### config.mk
export PLATFORM = sky130hd
export DESIGN_NAME = dpll_ctrl
export DESIGN_NICKNAME = d
export VERILOG_FILES = /design/src/rtl/dpll_ctrl.sv
export SDC_FILE = /design/constraint.sdc
export NUM_CORES = 1
export LEC_CHECK = 0
export ABC_AREA = 1
export BUFFER_PORTS_ARGS = -buffer_cell sky130_fd_sc_hd__buf_4
export CORE_MARGIN = 2
export CORE_UTILIZATION = 36
export DETAILED_ROUTE_END_ITERATION = 16
export GPL_TIMING_DRIVEN = 0
export PLACE_DENSITY = 0.55
export SYNTH_ARGS = -nofsm -noshare
export SYNTH_HDL_FRONTEND = slang
export SYNTH_SLANG_ARGS = --single-unit
### constraint.sdc
create_clock -name clk -period 4.2 [get_ports clk]
set_clock_uncertainty 0.05 [all_clocks]
set_input_delay 0.84 -clock clk [delete_from_list [all_inputs] [get_ports clk]]
set_output_delay 0.84 -clock clk [all_outputs]
set_load 0.02 [all_outputs]
### src/rtl/dpll_ctrl.sv
// DPLL search controller: chronological decide/backtrack over NUM_VARS
// variables, driven by sat/conflict verdicts from an external clause checker.
module dpll_ctrl #(
    parameter int NUM_VARS = 8,
    parameter int CNT_W    = 16
) (
    input  logic                clk,
    input  logic                rst,
    input  logic                start,
    input  logic                return_true,
    input  logic                return_false,
    output logic [NUM_VARS-1:0] assign_val,
    output logic [NUM_VARS-1:0] assign_def,
    output logic                busy,
    output logic                done,
    output logic                sat,
    output logic                unsat,
    output logic [CNT_W-1:0]    eval_count
);

    localparam int DW = $clog2(NUM_VARS + 1);

    typedef enum logic [2:0] {
        S_IDLE,
        S_EVAL,
        S_DECIDE,
        S_BACK,
        S_DONE
    } state_t;

    state_t              state_q, state_d;
    logic [NUM_VARS-1:0] val_q, val_d;
    logic [NUM_VARS-1:0] def_q, def_d;
    logic [NUM_VARS-1:0] flip_q, flip_d;
    logic [DW-1:0]       depth_q, depth_d;
    logic [CNT_W-1:0]    cnt_q, cnt_d;
    logic                sat_q, sat_d;
    logic                unsat_q, unsat_d;

    logic [DW-1:0]       top;
    logic [NUM_VARS-1:0] dec_mask;
    logic [NUM_VARS-1:0] top_mask;
    logic                full;

    // One-hot masks avoid indexing with a depth wider than the variable index
    assign top      = depth_q - DW'(1);
    assign dec_mask = NUM_VARS'(1) << depth_q;
    assign top_mask = NUM_VARS'(1) << top;
    assign full     = (depth_q == DW'(NUM_VARS));

    always_ff @(posedge clk) begin
        if (rst) begin
            state_q <= S_IDLE;
            val_q   <= '0;
            def_q   <= '0;
            flip_q  <= '0;
            depth_q <= '0;
            cnt_q   <= '0;
            sat_q   <= 1'b0;
            unsat_q <= 1'b0;
        end else begin
            state_q <= state_d;
            val_q   <= val_d;
            def_q   <= def_d;
            flip_q  <= flip_d;
            depth_q <= depth_d;
            cnt_q   <= cnt_d;
            sat_q   <= sat_d;
            unsat_q <= unsat_d;
        end
    end

    always_comb begin
        state_d = state_q;
        val_d   = val_q;
        def_d   = def_q;
        flip_d  = flip_q;
        depth_d = depth_q;
        cnt_d   = cnt_q;
        sat_d   = sat_q;
        unsat_d = unsat_q;
        unique case (state_q)
            S_IDLE: begin
                if (start) begin
                    val_d   = '0;
                    def_d   = '0;
                    flip_d  = '0;
                    depth_d = '0;
                    cnt_d   = '0;
                    sat_d   = 1'b0;
                    unsat_d = 1'b0;
                    state_d = S_EVAL;
                end
            end
            S_EVAL: begin
                cnt_d = (&cnt_q) ? cnt_q : cnt_q + CNT_W'(1);
                if (return_false) begin
                    state_d = S_BACK;
                end else if (return_true) begin
                    sat_d   = 1'b1;
                    state_d = S_DONE;
                end else if (!full) begin
                    state_d = S_DECIDE;
                end else begin
                    state_d = S_BACK;
                end
            end
            S_DECIDE: begin
                def_d   = def_q | dec_mask;
                val_d   = val_q & ~dec_mask;
                flip_d  = flip_q & ~dec_mask;
                depth_d = depth_q + DW'(1);
                state_d = S_EVAL;
            end
            S_BACK: begin
                if (depth_q == '0) begin
                    unsat_d = 1'b1;
                    state_d = S_DONE;
                end else if ((flip_q & top_mask) == '0) begin
                    val_d   = val_q | top_mask;
                    flip_d  = flip_q | top_mask;
                    state_d = S_EVAL;
                end else begin
                    def_d   = def_q & ~top_mask;
                    val_d   = val_q & ~top_mask;
                    depth_d = top;
                end
            end
            S_DONE: state_d = S_IDLE;
            default: state_d = S_IDLE;
        endcase
    end

    always_comb begin
        busy = (state_q != S_IDLE);
        done = (state_q == S_DONE);
    end

    assign assign_val = val_q;
    assign assign_def = def_q;
    assign sat        = sat_q;
    assign unsat      = unsat_q;
    assign eval_count = cnt_q;

endmodule

==> flow_summary.toml, run 1 <==
[status]
status = "complete, no violations"

[setup_path]
cp.required_ns = 4.32
end_kind = "flip-flop"
crit_fanout = 10
critPathKind = "reg -> reg"
worst_path_most_repeated_cell = "nand2_1"
crit_path_top_delay_cell = "dfxtp_1"
r2r_setup_slack_ns = 1.95
cpPeakStageDelay_ns = 0.45
critPathLaunchType = "flip-flop"
cp.arrival_ns = 2.37
cp_cell_sequence = "inv_1 -> ha_1 -> nand2_1 -> nor2_4 -> a21oi_4 -> inv_2 -> buf_6 -> a21oi_1 -> nand2_1 -> nand2_1 -> a21oi_1"

[floorplan]
core_area_um2 = 8093
die_area_um2 = 8932
fp-row-count = 33
die_w_um = 94.51
num_io_pins = 41
initial_utilization_pct = 36.44
die_h_um = 94.51

[placed_design]
gp_congestion = 0.8757
place_inst = 596
place_hpwl_um = 6157
port_buffers = 39
dpl_cell_area_um2 = 3373

[timing]
fin_setup_tns_ns = 0
setup_viol = 0
rsz0062_at_grt = "false"
maxSlewHeadroom_pct = 57.71
worst_pin_slew_ns = 0.6344
fin_crit_sh_pct = 53.47
whs_ns = 0.4223
post-route-min-period_ns = 2.246
max_freq_mhz = 445.3
hold_viol = 0
drv_slew = 0

[clocking]
clk_pin_slew_ns = 0.10
ctsResizeCount = 0
cts_made_buffers = 5
clockRootBuffer = "clkbuf_8"
cts_tree = "built"
cts_htree_levels = 2
cts.sinks = 49
worst_skew_pair.late_latency_ns = 0.30
post_cts_buffers = 0
cts_buffer_depth = 2
cts_hold_buf = 0

[global_route]
gr-usage-all-layers_pct = 18.77
grt.overflow.total = 0
grt_pass1_vias = 2702
grt_first_pass_wirelength_um = 13300
grt_max_degree = 15
grt_antenna_before_repair = 0

[drt]
viasPerCell = 4.990
route.vias.total = 3014
routed_wl_um = 8169
drt_iter0_drc = 168
route.detailed.drc = 0
antenna_left = 0
dr.pass1.iters = 5
wl_per_cell_um = 13.52

[power]
powerDensity_nw_per_um2 = 314.5
p_leak_nw = 1.486
irDropWorstVdd_v = 0.0001614

[synth]
syn-num-nets = 466
ys_seq_elements = 49
synth_top_area_share_pct = 33.26
syn_area_um2 = 2949
synth_edf_count = 0
ys_seq_area_share_pct = 33.26
synthCells = 452
ys_types = 32
postSynthAreaPerCell_um2 = 6.525
ys_warn_count = 0
synthArstFlopShare_pct = 0
yosys_most_used_dff = "dfxtp_1"
yosys-top-cells-area = "dfxtp_1 33%, nand2_1 14%, a21oi_1 8.1%"
yosysMostFrequentCell = "nand2_1"
synth.top_cells.by_count = "108 x nand2_1, 61 x nor2_1, 49 x dfxtp_1, 48 x a21oi_1, 43 x inv_1"
yosysTopAreaCell = "dfxtp_1"

[worst_hold_path]
hp-class = "reg -> reg"

[final_layout]
final_cells = 604
drive_gt1_share_pct = 18.04
fillCellCount = 896
area_growth_pct = 17.82
layout.nets = 512
antennaDiodeCount = 0
stdcell_area_um2 = 3475

[job]
cap_viol_max_count = 0
[metrics by stage]
stage | setup slack [ns] | total power [mW] | utilization [%]
floorplan | 2.331 | 0.7052 | -
CTS | 1.968 | 1.101 | 42.93
detailed placement | 1.982 | 0.7850 | 41.68
global route | 1.737 | 1.159 | 42.93
finish | 1.954 | 1.093 | 42.93
global placement | 1.990 | 0.7844 | 41.68
[worst paths after layout]
check / from / to / cells after the start
worst min-delay path: sat$_SDFFE_PP0P_ / sat$_SDFFE_PP0P_ / 2
worst max register to register: depth_q[0]$_SDFFE_PP0P_ / assign_def[1]$_SDFFE_PP0P_ / 11
worst min register to register: sat$_SDFFE_PP0P_ / sat$_SDFFE_PP0P_ / 2
worst max-delay path: depth_q[0]$_SDFFE_PP0P_ / assign_def[1]$_SDFFE_PP0P_ / 11
[where the power goes]
part / internal, mW / switching, mW / leakage, nW
logic: 0.0850 / 0.195 / 1.04
clock network: 0.149 / 0.168 / 0.0542
registers: 0.477 / 0.0179 / 0.396
total: 0.712 / 0.381 / 1.49
[critical path: cells and delay by family, from the launching register on]
kind | cells | cell delay (ns)
compound gates | 3 | 0.50
fa+ha+maj | 1 | 0.28
buf+inv | 3 | 0.43
flops | 1 | 0.45
simple gates | 4 | 0.40
[cell families after synthesis]
| kind of cell | Yosys count | synth area share, % |
|---|---|---|
| AND/OR/NAND/NOR | 241 | 36.40 |
| flip-flops | 49 | 33.26 |
| AO/OA/AOI/OAI | 85 | 16.16 |
| buffers and inverters | 65 | 9.461 |
| adder cells (fa/ha/maj) | 9 | 3.818 |
| XOR/XNOR | 3 | 0.8911 |
[layout make-up]
class	count	area (um2)	share of cell area (%)
Clock inverter	1	5.005	0.1440
Multi-Input combinational cell	338	1689	48.61
Sequential cell	49	980.9	28.23
Timing Repair Buffer	39	292.8	8.426
Tap cell	105	131.4	3.781
Inverter	52	195.2	5.618
Buffer	13	83.83	2.413
Clock buffer	7	96.34	2.773
[placed cells by master (no fill, tap or decap), drive strengths merged, types with 12 or more instances in the layout]
| cell | count |
|---|---|
| o21ai | 30 |
| inv | 52 |
| nor3 | 16 |
| nor2 | 68 |
| nand2 | 116 |
| dfxtp | 49 |
| buf | 47 |
| a21oi | 49 |
| nand3 | 32 |
| clkbuf | 12 |
[registers in the layout, indices dropped and copies added (netlist names)]
register	cells
eval_count	16
assign_def	8
assign_val	8
flip_q	8
depth_q	4
state_q	3
sat	1
unsat	1
[per-layer routing]
layer	vias up	part of all wire [%]	global-route usage (%)
li1	1550	-	-
met2	79	43	28.45
met1	1379	51	28.00
met4	0	0.93	4.106
met3	6	5.4	2.873
met5	-	0	0
Note: power is estimated with default switching activity, not from simulation.
==> run 2, diff against run 1 <==
==> constraint.sdc (replaced) <==
create_clock -name clk -period 2.2 [get_ports clk]
set_clock_uncertainty 0.05 [all_clocks]
set_input_delay 0.44 -clock clk [delete_from_list [all_inputs] [get_ports clk]]
set_output_delay 0.44 -clock clk [all_outputs]
set_load 0.02 [all_outputs]
==> run 2 against run 1 <==
Against the previous run: global-route usage about the same; worst hold slack lost 0.033 ns; critical path type unchanged; maximum frequency grew 11%; sequential cell count did not move; cell count is 0.66% higher; sequential power rose by 92%; largest power group unchanged.
==> flow_summary.toml, run 2 (synthesis gave the netlist of run 1 again) <==
[final_layout]
fillCellCount = 900
area_growth_pct = 19.52
final_common_cell = "nand2_1"
largest_reg_flops = 16
mostFrequentLayoutCells = "108 x nand2_1, 60 x nor2_1, 48 x a21oi_1"
final_cells = 608
layout.nets = 516
antennaDiodeCount = 0
drive_gt1_share_pct = 19.68

[power]
clkPwrFrac_pct = 28.4
irDropWorstVdd_v = 0.0003048
sw_frac_of_total_pct = 34.71
p_leak_nw = 1.506
seq_power_share_pct = 44.9
power_frac_comb_pct = 26.8
p_int_mw = 1.379
powerDensity_nw_per_um2 = 599.3
p_switching_mw = 0.7332

[timing]
whs_ns = 0.3895
hold_viol = 0
post-route-min-period_ns = 2.017
fin_setup_tns_ns = 0
max_freq_mhz = 495.7
worst_pin_slew_ns = 0.6093
drv_slew = 0
setup_viol = 0
fin_ws_ns = 0.1827
fin_crit_sh_pct = 91.70
maxSlewHeadroom_pct = 59.38

[clocking]
clockRootBuffer = "clkbuf_8"
cts_htree_levels = 2
cts.sinks = 49
clk_pin_slew_ns = 0.10
cts_made_buffers = 5
cts_tree = "built"
cts_buffer_depth = 2
cts_hold_buf = 0
worst_skew_pair.late_latency_ns = 0.30

[global_route]
grt_max_degree = 15
grt_first_pass_wirelength_um = 13310
grt_antenna_before_repair = 0
grt_pass1_vias = 2705
grt.overflow.total = 0
gr-usage-all-layers_pct = 18.78

[floorplan]
die_w_um = 94.51
die_h_um = 94.51
die_area_um2 = 8932
core_area_um2 = 8093
fp-row-count = 33
initial_utilization_pct = 36.44
num_io_pins = 41

[drt]
wl_per_cell_um = 13.63
viasPerCell = 5.054
dr.pass1.iters = 5
route.detailed.drc = 0
drt_iter0_drc = 154
antenna_left = 0
routed_wl_um = 8289
highest_layer = "met4"
dr_wl_met3_um = 465
route.met2.wl_um = 3560
route.vias.total = 3073
met1_length_um = 4162

[setup_path]
end_kind = "flip-flop"
crit_path_top_delay_cell = "dfxtp_4"
cpPeakStageDelay_ns = 0.38
worst_path_most_repeated_cell = "nand2_1"
cp.required_ns = 2.32
critPathLaunchType = "flip-flop"
critPathKind = "reg -> reg"
cp.arrival_ns = 2.14
cp_cell_sequence = "inv_1 -> ha_2 -> inv_1 -> nand2_1 -> nand2_4 -> nor2_1 -> nand3_1 -> nand2_1 -> nor2_2 -> nand3_2 -> buf_6 -> nand2_1 -> nand2_1 -> a21oi_1"
crit_fanout = 10

[job]
cap_viol_max_count = 0

[placed_design]
port_buffers = 39
post-place-ws_ns = -0.01756
gp_congestion = 0.8757
place_hpwl_um = 6157
place_inst = 596

[worst_hold_path]
hp-class = "in -> reg"

[status]
status = "complete, no violations"
## run 2: changes by cell type in the layout (fill, tap and decap cells not counted), sizes merged
cell	delta
buf	+4
## run 2: what timing repair did
item                                    in CTS  in global routing
endpoints found under the hold margin        0                  0
pin swaps                                    0                  2
buffers inserted                             2                  2
endpoints found under the setup margin       3                 29
resized for setup                            0                  9
## run 2: worst paths after layout
path	startpoint	endpoint	slack, ns	depth (start not counted)
max reg2reg	depth_q[1]$_SDFFE_PP0P_	assign_def[4]$_SDFFE_PP0P_	0.18	14
min reg2reg	sat$_SDFFE_PP0P_	sat$_SDFFE_PP0P_	0.42	2
max	depth_q[1]$_SDFFE_PP0P_	assign_def[4]$_SDFFE_PP0P_	0.18	14
min	start	state_q[0]$_SDFFE_PP0P_	0.39	3
## run 2: per-stage QoR
step / utilization, % / cell area, um2 / power, mW
final: 43.55 / 3525 / 2.112
after global routing: 43.55 / 3525 / 2.242
after CTS: 43.12 / 3490 / 2.110
after detailed placement: 41.68 / 3373 / 1.499
after global placement: 41.68 / 3373 / 1.497
after floorplan: - / 2949 / 1.346
## run 2: layout make-up
class | instances | area (um2) | share of cell area, %
flip-flops and latches | 49 | 988.4 | 28.04
clock buffers | 7 | 96.34 | 2.733
clock inverters | 1 | 5.005 | 0.1420
multi-input cells | 338 | 1699 | 48.21
plain buffers | 13 | 83.83 | 2.378
well taps | 105 | 131.4 | 3.727
inverters | 52 | 197.7 | 5.609
repair buffers | 43 | 322.8 | 9.159
## run 2: layer usage
layer / GRT usage, % / vias up
met2: 28.39 / 91
met1: 28.00 / 1422
met3: 2.953 / 9
li1: - / 1551
met4: 4.227 / 0
met5: 0 / -
## run 2: critical path: cells and delay by family (launching register included)
family	cells	cell delay, ns
compound gates	1	0.05
simple gates	9	0.85
buf+inv	3	0.35
flops	1	0.38
fa+ha+maj	1	0.22
## run 2: power by group through the flow
stage	Clock [mW]	Sequential [mW]	Combinational (mW)
final	0.599	0.948	0.566
after global routing	0.657	0.953	0.632
after CTS	0.623	0.946	0.542
after detailed placement	0	0.966	0.532
after global placement	0	0.965	0.532
after floorplan	0	0.974	0.373
